--- src/rtl/fifo_write_arbiter_if.sv ---
// -----------------------------------------------------------------------------
// fifo_write_arbiter_if
// Bundle of the requester handshake and FIFO write-side signals that
// fifo_write_arbiter arbitrates between.
//
// Signals:
//   enable      arbiter enable (no new grant while low)
//   req_valid   per-requester beat valid, bit i = requester i
//   req_data    per-requester beat, requester i in [i*DATA_WIDTH +: DATA_WIDTH]
//   req_ready   per-requester accept strobe
//   fifo_full   FIFO full flag
//   fifo_wr_en  FIFO write strobe
//   fifo_din    FIFO write data
//   grant_id    index of the current grantee (meaningful while busy)
//   busy        high while a requester holds the grant
//
// Modports:
//   master  arbiter side (drives ready, FIFO write, status)
//   slave   requesters + FIFO side
// -----------------------------------------------------------------------------
interface fifo_write_arbiter_if #(
   parameter int NUM_REQ    = 4,
   parameter int DATA_WIDTH = 8
);
   localparam int GW = $clog2(NUM_REQ);

   logic                          enable;
   logic [NUM_REQ-1:0]            req_valid;
   logic [NUM_REQ*DATA_WIDTH-1:0] req_data;
   logic [NUM_REQ-1:0]            req_ready;
   logic                          fifo_full;
   logic                          fifo_wr_en;
   logic [DATA_WIDTH-1:0]         fifo_din;
   logic [GW-1:0]                 grant_id;
   logic                          busy;

   modport master (
      input  enable, req_valid, req_data, fifo_full,
      output req_ready, fifo_wr_en, fifo_din, grant_id, busy
   );

   modport slave (
      output enable, req_valid, req_data, fifo_full,
      input  req_ready, fifo_wr_en, fifo_din, grant_id, busy
   );
endinterface

--- src/rtl/fifo_write_arbiter.sv ---
// -----------------------------------------------------------------------------
// fifo_write_arbiter
// Round-robin arbiter sharing one synchronous FIFO write port between
// NUM_REQ valid/ready requesters. A grantee keeps the port for up to
// MAX_BURST beats, or until it drops valid, then the grant rotates to the
// nearest requester above it. The FIFO full flag gates every write, so no
// beat is ever dropped.
//
// Ports:
//   clk    system clock, rising edge
//   rst_n  synchronous active-low reset
//   bus    fifo_write_arbiter_if.master (handshake, FIFO write, status)
// -----------------------------------------------------------------------------
module fifo_write_arbiter #(
   parameter int NUM_REQ    = 4,
   parameter int DATA_WIDTH = 8,
   parameter int MAX_BURST  = 4
) (
   input  logic                     clk,
   input  logic                     rst_n,
   fifo_write_arbiter_if.master     bus
);
   localparam int GW = $clog2(NUM_REQ);
   localparam int CW = $clog2(MAX_BURST + 1);

   localparam logic [0:0] ST_IDLE  = 1'b0;
   localparam logic [0:0] ST_GRANT = 1'b1;

   logic [0:0]      r_state;
   logic [GW-1:0]   r_rr_ptr;
   logic [GW-1:0]   r_grant_id;
   logic [CW-1:0]   r_burst_cnt;

   logic                  w_busy;
   logic                  w_active;
   logic                  w_cur_valid;
   logic                  w_transfer;
   logic                  w_burst_last;
   logic                  w_release;
   logic                  w_found;
   logic [GW-1:0]         w_next_ptr;
   logic [GW-1:0]         w_scan_start;
   logic [GW-1:0]         w_winner;
   logic [DATA_WIDTH-1:0] w_req_beat [NUM_REQ];

   // Unpack the flat data bus so the grantee's beat is a simple array select.
   for (genvar gi = 0; gi < NUM_REQ; gi++) begin : g_unpack
      assign w_req_beat[gi] = bus.req_data[gi*DATA_WIDTH +: DATA_WIDTH];
   end

   function automatic int wrap_idx(input int base, input int ofs);
      int sum;
      sum = base + ofs;
      return (sum >= NUM_REQ) ? sum - NUM_REQ : sum;
   endfunction

   assign w_busy       = (r_state == ST_GRANT);
   // Outputs are masked during reset so a beat offered in the reset cycle
   // is never accepted, even if the state register still reads GRANT.
   assign w_active     = rst_n && w_busy;
   assign w_cur_valid  = bus.req_valid[r_grant_id];
   assign w_transfer   = w_active && w_cur_valid && !bus.fifo_full;
   assign w_burst_last = (r_burst_cnt == CW'(MAX_BURST - 1));
   assign w_release    = w_busy && ((w_transfer && w_burst_last) || !w_cur_valid);
   assign w_next_ptr   = (r_grant_id == GW'(NUM_REQ - 1)) ? '0 : r_grant_id + 1'b1;

   // In GRANT the scan starts just above the grantee, which puts the
   // grantee's own current valid at lowest priority for the back-to-back
   // re-arbitration. In IDLE it starts from the round-robin pointer.
   assign w_scan_start = w_busy ? w_next_ptr : r_rr_ptr;

   always_comb begin
      // NOTE: every variable gets a default first so no path leaves it
      // unassigned, which would otherwise infer a latch.
      w_found  = 1'b0;
      w_winner = '0;
      for (int k = 0; k < NUM_REQ; k++) begin
         if (!w_found && bus.req_valid[GW'(wrap_idx(int'(w_scan_start), k))]) begin
            w_found  = 1'b1;
            w_winner = GW'(wrap_idx(int'(w_scan_start), k));
         end
      end
   end

   always_comb begin
      bus.req_ready = '0;
      if (w_active && !bus.fifo_full) begin
         bus.req_ready[r_grant_id] = 1'b1;
      end
   end

   assign bus.fifo_wr_en = w_transfer;
   assign bus.fifo_din   = w_active ? w_req_beat[r_grant_id] : '0;
   assign bus.grant_id   = r_grant_id;
   assign bus.busy       = w_busy;

   // NOTE: state registers use non-blocking assignments so every register
   // samples the pre-edge values, independent of statement order.
   always_ff @(posedge clk) begin
      if (!rst_n) begin
         r_state     <= ST_IDLE;
         r_rr_ptr    <= '0;
         r_grant_id  <= '0;
         r_burst_cnt <= '0;
      end else begin
         case (r_state)
            ST_IDLE: begin
               if (bus.enable && w_found) begin
                  r_grant_id  <= w_winner;
                  r_burst_cnt <= '0;
                  r_state     <= ST_GRANT;
               end
            end
            ST_GRANT: begin
               if (w_transfer) begin
                  r_burst_cnt <= r_burst_cnt + 1'b1;
               end
               if (w_release) begin
                  r_rr_ptr <= w_next_ptr;
                  if (bus.enable && w_found) begin
                     r_grant_id  <= w_winner;
                     r_burst_cnt <= '0;
                  end else begin
                     r_state <= ST_IDLE;
                  end
               end
            end
            default: r_state <= ST_IDLE;
         endcase
      end
   end
endmodule

--- src/flat_wrapper.sv ---
// flat-port wrapper written by rule: the top's interface ports become plain ports
module fifo_write_arbiter_flat 
#(
   parameter int NUM_REQ    = 4,
   parameter int DATA_WIDTH = 8,
   parameter int MAX_BURST  = 4
)
  (clk, rst_n, bus_enable, bus_req_valid, bus_req_data, bus_fifo_full, bus_req_ready, bus_fifo_wr_en, bus_fifo_din, bus_grant_id, bus_busy);
  fifo_write_arbiter_if #(.NUM_REQ(NUM_REQ), .DATA_WIDTH(DATA_WIDTH)) bus_i ();
  input  logic clk;
  input  logic rst_n;
  input wire logic [$bits(bus_i.enable)-1:0] bus_enable;
  input wire logic [$bits(bus_i.req_valid)-1:0] bus_req_valid;
  input wire logic [$bits(bus_i.req_data)-1:0] bus_req_data;
  input wire logic [$bits(bus_i.fifo_full)-1:0] bus_fifo_full;
  output wire logic [$bits(bus_i.req_ready)-1:0] bus_req_ready;
  output wire logic [$bits(bus_i.fifo_wr_en)-1:0] bus_fifo_wr_en;
  output wire logic [$bits(bus_i.fifo_din)-1:0] bus_fifo_din;
  output wire logic [$bits(bus_i.grant_id)-1:0] bus_grant_id;
  output wire logic [$bits(bus_i.busy)-1:0] bus_busy;
  assign bus_i.enable = bus_enable;
  assign bus_i.req_valid = bus_req_valid;
  assign bus_i.req_data = bus_req_data;
  assign bus_i.fifo_full = bus_fifo_full;
  assign bus_req_ready = bus_i.req_ready;
  assign bus_fifo_wr_en = bus_i.fifo_wr_en;
  assign bus_fifo_din = bus_i.fifo_din;
  assign bus_grant_id = bus_i.grant_id;
  assign bus_busy = bus_i.busy;
  fifo_write_arbiter #(.NUM_REQ(NUM_REQ), .DATA_WIDTH(DATA_WIDTH), .MAX_BURST(MAX_BURST)) u_core (.clk(clk), .rst_n(rst_n), .bus(bus_i));
endmodule
--- config.mk ---
export PLATFORM = sky130hd
export DESIGN_NAME = fifo_write_arbiter_flat
export DESIGN_NICKNAME = d
export VERILOG_FILES = /design/src/rtl/fifo_write_arbiter_if.sv /design/src/rtl/fifo_write_arbiter.sv /design/src/flat_wrapper.sv
export SDC_FILE = /design/constraint.sdc
export NUM_CORES = 1
export LEC_CHECK = 0
export CAP_MARGIN = 0
export CORE_MARGIN = 5
export CORE_UTILIZATION = 40
export CTS_BUF_LIST = sky130_fd_sc_hd__clkbuf_8
export CTS_CLUSTER_DIAMETER = 60
export DETAILED_ROUTE_END_ITERATION = 10
export GPL_ROUTABILITY_DRIVEN = 0
export PLACE_DENSITY = 0.95
export SETUP_SLACK_MARGIN = 0.15
export SLEW_MARGIN = 15
export SYNTH_ARGS = -nofsm -noshare
export SYNTH_HDL_FRONTEND = slang
export SYNTH_SLANG_ARGS = --single-unit
--- constraint.sdc ---
create_clock -name clk -period 3.31 [get_ports clk]
set_input_delay 0.331 -clock clk [delete_from_list [all_inputs] [get_ports clk]]
set_output_delay 0.331 -clock clk [all_outputs]
set_load 0.05 [all_outputs]
==> impl_results.md <==
* Critical path class: reg2out
* Mapped Avg Cell Area at just under 9 sq um
* Met1 Usage GRT at around a fifth
* Area of the multi-input gates at 626 sq um
* Outcome: finished clean
* Most frequent cells in the layout: 55 x clkdlybuf4s50_1, 9 x mux4_2, 9 x nand2_1
* H-tree levels at 1
* GR Util met3 at approximately 5.1%
* Commonest non-fill, non-tap cell in the layout: clkdlybuf4s50_1
* DRC at 0
* N_diodes at 0
* Worst-path fanout max at 13
* Fill cells at approximately 140
* Antenna Violating Nets Remaining at 0
* CTS Root Cell: clkbuf_8
* Worst Tran Pin Value at 0.799 ns
* M2 GR Usage at 36.3%
* Total Wirelength at between 2 and 3 mm
* Sum Neg Setup Slack at 0 ns
* Die area at between 3000 and 4000 sq um
* Setup crit start kind: flop
* Total global routing overflow at 0
* Fin crit period at about 2.8 ns
* Register bit count reported by yosys at 8
* Syn Std Cell Area at about 840 sq um
* Vias in the first global route at about 1.0k
* Finished Core Util at between 70% and 80%
* Layer carrying the most global-route usage: met2
* Post-CTS resize count at 0
* CTS tree: done
* # hold bufs at CTS at 0
* Max cap viols at 0
* Layout cell share with drive strength beyond 1 at 11.5%
* Area grow syn2layout at 73.7%
* Arrival @ worst endpoint at 2.48 ns
* RSZ-0062 raised after global routing: no
* Syn nets at 140
* Fin nets at slightly below 200
* Ratio of total power to cell area at 266 nW/um^2
* Slew margin rel. at between 40% and 50%
* Cells after Synth at between 90 and 100
* Final design area excluding fillers at ~1500 sq um
* # IOs at 56
* CP delay by family, top: flip-flops
* Die W at about 56 um
* Number of cell rows at 16
* Initial Util at a little over two fifths
* CP endpoint kind: primary output
* Final max-slew violation count at 0
* Max VDD drop at about 0.22 mV
* Die height at 55.8 um
* Final Skew at about 0.0031 ns
* CTS Buf Count at 3
* Post-CTS Setup Repair Bufs at 0
* Clk_lat worst skew at approximately 0.22 ns
* Seq. cell area at 160 sq um
* Area of placed instances at roughly 1400 sq um
* Worst Path Buf+Inv at 1
* DRT iter0 DRCs at 16
* Pleak at around 0.57 nW
* Crit-path slowest cell: dfxtp_1
* IO Port Bufs at 55
* First-pass GRT wire length at 4.74 mm
* WP data required at 2.98 ns
* Synthesis Warnings at 0
* Post-synthesis sequential area ratio at 19.0%
* Fmax at around 360 MHz
* Final hold vios at 0
* Hold Path Class: reg2reg
* Synth unique cells at 29
* Worst-case clock buffer depth at 2
* DR WL/cell at approximately 16 um
* Core area at 1980 sq um
* Vias after detailed routing at 941
* Worst Hold Margin at between 0.4 and 0.5 ns
* Crit-path max cell delay at 0.76 ns
* Critical path, cell by cell: mux4_2 -> and3_1 -> clkdlybuf4s50_1
* Hpwl dp at 2.39 mm
* Drt via density at 5.38
* Total GRT Usage at a little under a fifth
* Initial antenna violation count at 0
* Period utilisation layout at roughly 85%
* DRT Pass-1 Iters at 4
* Largest net degree at the start of global routing at 20
* Worst-path clk slew at ~0.040 ns
* Setup violators final at 0
* Clock sink count at 8
## per-stage QoR
step                worst slack (ns)  power (mW)  instances
floorplan                      0.992       0.199         94
global placement               0.772       0.271        172
detailed placement             0.705       0.277        172
CTS                            0.465       0.393        175
global route                   0.334       0.412        175
finish                         0.504       0.388        175
## worst register-to-register path, cell delays in order, from the launching register on
cell,delay (ns)
dfxtp_1,0.76
buf_4,0.25
inv_1,0.08
ha_1,0.35
mux2_2,0.31
o21a_1,0.17
o21a_1,0.16
o32ai_1,0.20
## logic make-up (layout without fill, tap and decap cells)
kind of cell	Yosys count	in the layout	share of synthesized area (%)
AO/OA/AOI/OAI	21	21	15.9
multiplexers	13	13	29.0
AND/OR/NAND/NOR	32	32	20.5
flip-flops	8	8	19.0
buffers and inverters	14	68	6.55
adder cells (fa/ha/maj)	6	6	8.93
## synthesized netlist by cell type, drive strengths merged
cell type,n,area [sq um]
a21boi,1,7.51
a21oi,3,15.0
and2,5,31.3
and3,8,50.1
and3b,1,8.76
buf,1,5.00
clkbuf,6,23.8
dfxtp,8,160
ha,6,75.1
inv,7,26.3
mux2,1,11.3
mux2i,3,30.0
mux4,9,203
nand2,10,40.0
nand3,1,5.00
nand4,1,6.26
nor2,3,11.3
nor2b,2,12.5
nor3b,1,7.51
o211ai,1,7.51
o21a,2,15.0
o21ai,8,40.0
o22ai,1,6.26
o2bb2ai,2,17.5
o31ai,1,7.51
o32ai,1,8.76
o41ai,1,8.76
## state kept, by name, summed over array words and instances (netlist names)
signal and cells:
u_core.bus.busy 1, u_core.bus.grant_id 2, u_core.r_burst_cnt 3, u_core.r_rr_ptr 2
## per-layer routing
metal  up-vias  share of wire [%]  wire (um)
li1        460                  -          -
met1       445                 36       1010
met2        32                 58       1600
met3         4                5.0        138
met4         0               0.97         27
met5         -                  0          0
## power breakdown
group	switching, mW	leakage [nW]	internal (mW)
clock network	0.0334	0.0216	0.0783
registers	0.0106	0.0652	0.101
logic	0.0720	0.479	0.0921
## path summary, 6_finish.rpt
check | start | end | slack, ns | cells after the start
hold reg to reg | u_core.r_burst_cnt[2] | u_core.r_burst_cnt[2] | 0.47 | 1
setup reg to reg | u_core.bus.grant_id[0] | u_core.bus.grant_id[1] | 0.94 | 7
setup / recovery | u_core.bus.grant_id[0] | bus_fifo_din[4] | 0.50 | 3
hold / removal | u_core.r_burst_cnt[2] | u_core.r_burst_cnt[2] | 0.47 | 1
## layout make-up
cell class / instances / area share (%)
clock buffers: 3 / 2.83
inverters: 7 / 1.80
repair buffers: 58 / 39.2
flip-flops and latches: 8 / 11.0
multi-input cells: 72 / 42.8
well taps: 27 / 2.31
(Power assumes the default switching activity.)
